[config.mk]
export PLATFORM = sky130hd
export DESIGN_NAME = dbus_sram_responder
export DESIGN_NICKNAME = d
export VERILOG_FILES = /design/src/rtl/dbus_sram_responder_pkg.sv /design/src/rtl/dbus_sram_responder_check.sv /design/src/rtl/dbus_sram_responder.sv
export SDC_FILE = /design/constraint.sdc
export NUM_CORES = 1
export LEC_CHECK = 0
export ABC_AREA = 1
export ABC_CLOCK_PERIOD_IN_PS = 1500
export CORE_MARGIN = 3
export CORE_UTILIZATION = 35
export CTS_BUF_LIST = sky130_fd_sc_hd__clkbuf_16
export CTS_CLUSTER_SIZE = 14
export DETAILED_ROUTE_END_ITERATION = 7
export DONT_BUFFER_PORTS = 1
export GPL_ROUTABILITY_DRIVEN = 0
export PLACE_DENSITY = 0.56
export SYNTH_ARGS = -nofsm -noshare
export SYNTH_HDL_FRONTEND = slang
export SYNTH_SLANG_ARGS = --single-unit
[constraint.sdc]
create_clock -name clk -period 1.5 [get_ports clk]
set_input_delay 0.225 -clock clk [delete_from_list [all_inputs] [get_ports clk]]
set_output_delay 0.225 -clock clk [all_outputs]
set_load 0.03 [all_outputs]
[src/rtl/dbus_sram_responder_pkg.sv]
// Shared types for the data-bus SRAM responder.
// Lane-mask helper is also used by the M stage.
package dbus_sram_responder_pkg;

  typedef enum logic [1:0] {
    MSIZE1 = 2'd0,
    MSIZE2 = 2'd1,
    MSIZE4 = 2'd2
  } msize_t;

  typedef enum logic [1:0] {
    IDLE  = 2'd0,
    ISSUE = 2'd1,
    WAIT  = 2'd2,
    RESP  = 2'd3
  } resp_state_t;

  function automatic logic [3:0] lane_mask(
    input msize_t     size,
    input logic [1:0] addr
  );
    logic [3:0] m;
    m = 4'b0000;
    unique case (size)
      MSIZE1:  m = 4'b0001 << addr;
      MSIZE2:  m = addr[1] ? 4'b1100 : 4'b0011;
      MSIZE4:  m = 4'b1111;
      default: m = 4'b0000;
    endcase
    return m;
  endfunction

endpackage

[src/rtl/dbus_sram_responder_check.sv]
// Combinational request check: alignment and strobe/size agreement.
// Produces the expected lane mask alongside the verdict.
module dbus_req_check
  import dbus_sram_responder_pkg::*;
(
  input  logic [1:0] addr_lo,
  input  msize_t     size,
  input  logic [3:0] strobe,
  output logic       ok,
  output logic [3:0] mask
);

  logic aligned;

  always_comb begin
    aligned = 1'b0;
    mask    = lane_mask(size, addr_lo);
    unique case (1'b1)
      (size == MSIZE4): aligned = (addr_lo == 2'b00);
      (size == MSIZE2): aligned = !addr_lo[0];
      (size == MSIZE1): aligned = 1'b1;
      default:          aligned = 1'b0;
    endcase
    ok = aligned && ((strobe == 4'b0000) || (strobe == mask));
  end

endmodule

[src/rtl/dbus_sram_responder.sv]
// Data-bus responder: one request at a time into a synchronous SRAM
// with LATENCY-cycle reads; full word returned on a one-cycle data_ok.
module dbus_sram_responder
  import dbus_sram_responder_pkg::*;
#(
  parameter int LATENCY = 1,
  parameter int ADDR_W  = 16
) (
  input  logic              clk,
  input  logic              resetn,
  input  logic              dreq_valid,
  input  logic [31:0]       dreq_addr,
  input  msize_t            dreq_size,
  input  logic [3:0]        dreq_strobe,
  input  logic [31:0]       dreq_data,
  output logic              dresp_addr_ok,
  output logic              dresp_data_ok,
  output logic [31:0]       dresp_data,
  output logic              dresp_err,
  output logic              sram_en,
  output logic [3:0]        sram_we,
  output logic [ADDR_W-1:0] sram_addr,
  output logic [31:0]       sram_wdata,
  input  logic [31:0]       sram_rdata
);

  localparam int CNT_W = $clog2(LATENCY + 1);

  generate
    if (LATENCY < 1) begin : g_bad_latency
      $error("dbus_sram_responder: LATENCY must be >= 1");
    end
  endgenerate

  resp_state_t       state_q, state_d;
  logic [CNT_W-1:0]  cnt_q;
  logic [ADDR_W-1:0] waddr_q;
  logic [3:0]        we_q;
  logic [31:0]       wdata_q;
  logic              err_q;
  logic [31:0]       resp_q;

  logic              req_ok;
  logic [3:0]        req_mask;
  logic [3:0]        req_we;
  logic              accept;
  logic              resp;
  logic              unused_addr;

  assign unused_addr = ^dreq_addr[31:ADDR_W+2];

  dbus_req_check u_check (
    .addr_lo (dreq_addr[1:0]),
    .size    (dreq_size),
    .strobe  (dreq_strobe),
    .ok      (req_ok),
    .mask    (req_mask)
  );

  assign req_we = (dreq_strobe != 4'b0000) ? req_mask : 4'b0000;

  always_comb begin
    state_d = state_q;
    accept  = 1'b0;
    resp    = 1'b0;
    case (state_q)
      IDLE: begin
        if (dreq_valid) begin
          accept  = 1'b1;
          state_d = req_ok ? ISSUE : RESP;
        end
      end
      ISSUE: state_d = WAIT;
      WAIT: begin
        if (cnt_q == CNT_W'(1)) state_d = RESP;
      end
      RESP: begin
        resp    = 1'b1;
        state_d = IDLE;
      end
      default: state_d = IDLE;
    endcase
  end

  always_ff @(posedge clk or negedge resetn) begin
    if (!resetn) begin
      state_q <= IDLE;
      cnt_q   <= '0;
      waddr_q <= '0;
      we_q    <= 4'b0000;
      wdata_q <= 32'h0;
      err_q   <= 1'b0;
      resp_q  <= 32'h0;
    end else begin
      state_q <= state_d;
      case (state_q)
        IDLE: begin
          err_q  <= 1'b0;
          resp_q <= 32'h0;
          if (dreq_valid) begin
            waddr_q <= dreq_addr[ADDR_W+1:2];
            we_q    <= req_we;
            wdata_q <= dreq_data;
            err_q   <= !req_ok;
          end
        end
        ISSUE: cnt_q <= CNT_W'(LATENCY);
        WAIT: begin
          cnt_q <= cnt_q - CNT_W'(1);
          // writes return a zero word
          if (cnt_q == CNT_W'(1))
            resp_q <= (we_q == 4'b0000) ? sram_rdata : 32'h0;
        end
        default: ;
      endcase
    end
  end

  // reset must silence the handshake even while valid is held
  assign dresp_addr_ok = accept && resetn;
  assign dresp_data_ok = resp;
  assign dresp_data    = resp ? resp_q : 32'h0;
  assign dresp_err     = resp && err_q;

  assign sram_en    = (state_q == ISSUE);
  assign sram_we    = (state_q == ISSUE) ? we_q : 4'b0000;
  assign sram_addr  = waddr_q;
  assign sram_wdata = wdata_q;

endmodule
==> flow_summary.json <==
{
  "status": "finished, violations left",
  "violations": "hold timing, setup timing",
  "cap_viol_max_count": 0,
  "clock_latency_ns": 0.33,
  "wl_met1_mm": 4.40,
  "critPathRequiredTime_ns": 1.27,
  "ys_types": 19,
  "arrival_ns": 1.45,
  "dr.first_iter.drc_count": 165,
  "design.die.area_um2": 12800,
  "seq_area_frac_synth_pct": 54.9,
  "rrSetupSlack_ns": -0.06,
  "setup.worst_path.start_class": "flop",
  "finish.utilization_pct": 51.8,
  "r2r_cells": 7,
  "r2r_end": "resp_q[25]$_DFFE_PN0P_",
  "die_width_um": 113,
  "ys.flop_type": "dfrtp_1",
  "clk_pin_slew_ns": 0.06,
  "route.met2.wl_mm": 5.58,
  "grt_setup_unrepaired": "yes",
  "synth.area.top_cells": "dfrtp_1 (55%), nand2_1 (20%), inv_1 (8.0%)",
  "synth_area_um2": 4010,
  "p_leak_uw": 0.00283,
  "min_period_over_period_pct": 112,
  "synth-edff-count": 0,
  "cts_tree": "built",
  "antenna_found_initial": 0,
  "final_hold_viol_count": 88,
  "fmax_mhz": 597,
  "ir_drop_mv": 1.33,
  "crit_type": "reg2out",
  "synth_top_area_cell": "dfrtp_1",
  "worst-slew-pin-transition_ns": 0.716,
  "io-pin-count": 193,
  "setup_slack_ns": -0.175,
  "yosys_warnings": 0,
  "grt_max_degree": 90,
  "drt-total-wl_mm": 11.3,
  "critPathCaptureType": "output port",
  "core_area_um2": 11000,
  "min_path_type": "in2async",
  "area_growth_pct": 42.5,
  "setup.worst_path.start": "state_q[1]$_DFFE_PN0P_",
  "synthCells": 510,
  "drc": 0,
  "initial_utilization_pct": 36.3,
  "cts-root-buf": "clkbuf_16",
  "num_antenna_cells": 0,
  "grtUsageTotal_pct": 16.0,
  "viasPerCell": 4.94,
  "fillers": 939,
  "ys_ff_latch": 88,
  "grt_pass1_vias": 3340,
  "wl_per_cell_um": 16.2,
  "slew_viol_final": 0,
  "fin_nets": 661,
  "htree_num_levels": 3,
  "slew_headroom_pct": 52.2,
  "fp-row-count": 38,
  "grt_pass1_wl_mm": 16.5,
  "crit_end": "dresp_data[8]",
  "numCtsBuffers": 9,
  "syn-num-nets": 619,
  "post-route-min-period_ns": 1.68,
  "dr_total_vias": 3442,
  "rr_startpoint": "state_q[1]$_DFFE_PN0P_",
  "holdBufCountCts": 33,
  "grt-ovfl-total": 0,
  "synth_top_area_share_pct": 54.9,
  "drt_first_pass_iters": 4,
  "syn_avg_cell_area_um2": 7.86,
  "drive_gt1_share_pct": 27.6,
  "crit_path_max_fanout": 8,
  "clk_path_buf_depth": 2,
  "ant_nets": 0,
  "synth_common_cells": "nand2_1 (209), dfrtp_1 (88), inv_1 (85)",
  "wl_met3_mm": 1.08,
  "yosysMostFrequentCell": "nand2_1",
  "io_buffers": 0,
  "top_layer_used": "met4",
  "hpwl_mm": 6.63,
  "synthArstFlopShare_pct": 100,
  "fin_worst_skew_ns": 0.00442,
  "powerDensity_nw_per_um2": 2470,
  "fp.dieH_um": 113,
  "setup_violations": 69,
  "clkSinkCount": 88,
  "worst_hold_slack_ns": -0.414
}
[where the power goes]
group,internal (uW),switching [uW],total [uW]
Combinational,2640,3610,6250
Clock,1440,912,2360
Sequential,3460,2060,5520
[cells by family after synthesis]
| group | Yosys count | share of synthesized area (%) |
|---|---|---|
| AOI/OAI and AO/OA | 41 | 6.28 |
| adders and majority gates | 4 | 1.25 |
| buffers and inverters | 116 | 11.3 |
| DFF | 88 | 54.9 |
| muxes | 1 | 0.281 |
| and+or+nand+nor | 260 | 26.0 |
[placed cells by master (no fill, tap or decap), drive strengths merged]
| cell type | count |
|---|---|
| bufinv | 2 |
| clkinvlp | 2 |
| a22oi | 1 |
| nor2 | 5 |
| ha | 4 |
| o21bai | 1 |
| o22ai | 33 |
| dlygate4sd3 | 33 |
| nand2 | 210 |
| inv | 88 |
| or2 | 1 |
| clkbuf | 13 |
| nand3 | 42 |
| dfrtp | 88 |
| mux2 | 1 |
| clkinv | 2 |
| buf | 23 |
| nand4 | 2 |
| o21ai | 6 |
[metal layers]
layer | up-vias | global-route usage, %
met5 | - | 0
met4 | 0 | 6.49
met3 | 13 | 5.51
met2 | 178 | 25.5
met1 | 1608 | 20.0
li1 | 1643 | -
[final cells by class]
type                            count  area [um^2]  area share (%)
Sequential cell                    88         2200            38.6
Timing Repair Buffer               60          721            12.6
Inverter                           87          407            7.12
Clock inverter                      7         87.6            1.53
Tap cell                          140          175            3.07
Multi-Input combinational cell    306         1890            33.1
Clock buffer                        9          225            3.94
[worst min path at each step]
| stage | end | slack [ns] | cells past startpoint |
|---|---|---|---|
| 2_1_floorplan | cnt_q$_DFFE_PN0P_ | -0.07 | 0 |
| 3_3_place_gp | resp_q[20]$_DFFE_PN0P_ | -0.07 | 0 |
| 3_5_place_dp | resp_q[17]$_DFFE_PN0P_ | -0.07 | 0 |
| 4_1_cts | sram_wdata[1]$_DFFE_PN0P_ | -0.43 | 0 |
| 5_1_grt | resp_q[17]$_DFFE_PN0P_ | -0.43 | 0 |
| 6_report | resp_q[17]$_DFFE_PN0P_ | -0.41 | 0 |
[worst max-delay path, stage by stage (launching register included)]
cell,delay (ns)
dfrtp_1,0.40
buf_6,0.12
ha_4,0.22
clkbuf_16,0.20
nand2_2,0.07
inv_4,0.10
[timing repair]
action,CTS,global route
buffers inserted,0,6
resized for setup,27,122
endpoints found under the hold margin,121,88
setup endpoints to repair,39,68
pin swaps,0,6
gates cloned,1,5
[metrics by stage]
stage	TNS (ns)	power, uW	area, um^2	setup slack, ns	instances
after floorplan	0	8070	4020	0.0128	510
after global placement	0	9030	4240	0.0604	637
after detailed placement	0	9150	4240	0.0412	637
after CTS	-4.92	11900	4990	-0.192	687
after global routing	-9.06	15000	5710	-0.225	697
final	-5.85	14100	5710	-0.175	697
[registers in the layout, summed over array words and instances, names as in the netlist]
name / count
cnt_q: 1
err_q: 1
resp_q: 32
sram_addr: 16
sram_wdata: 32
state_q: 2
we_q: 4
No activity file was read; power rests on OpenSTA's default activity.
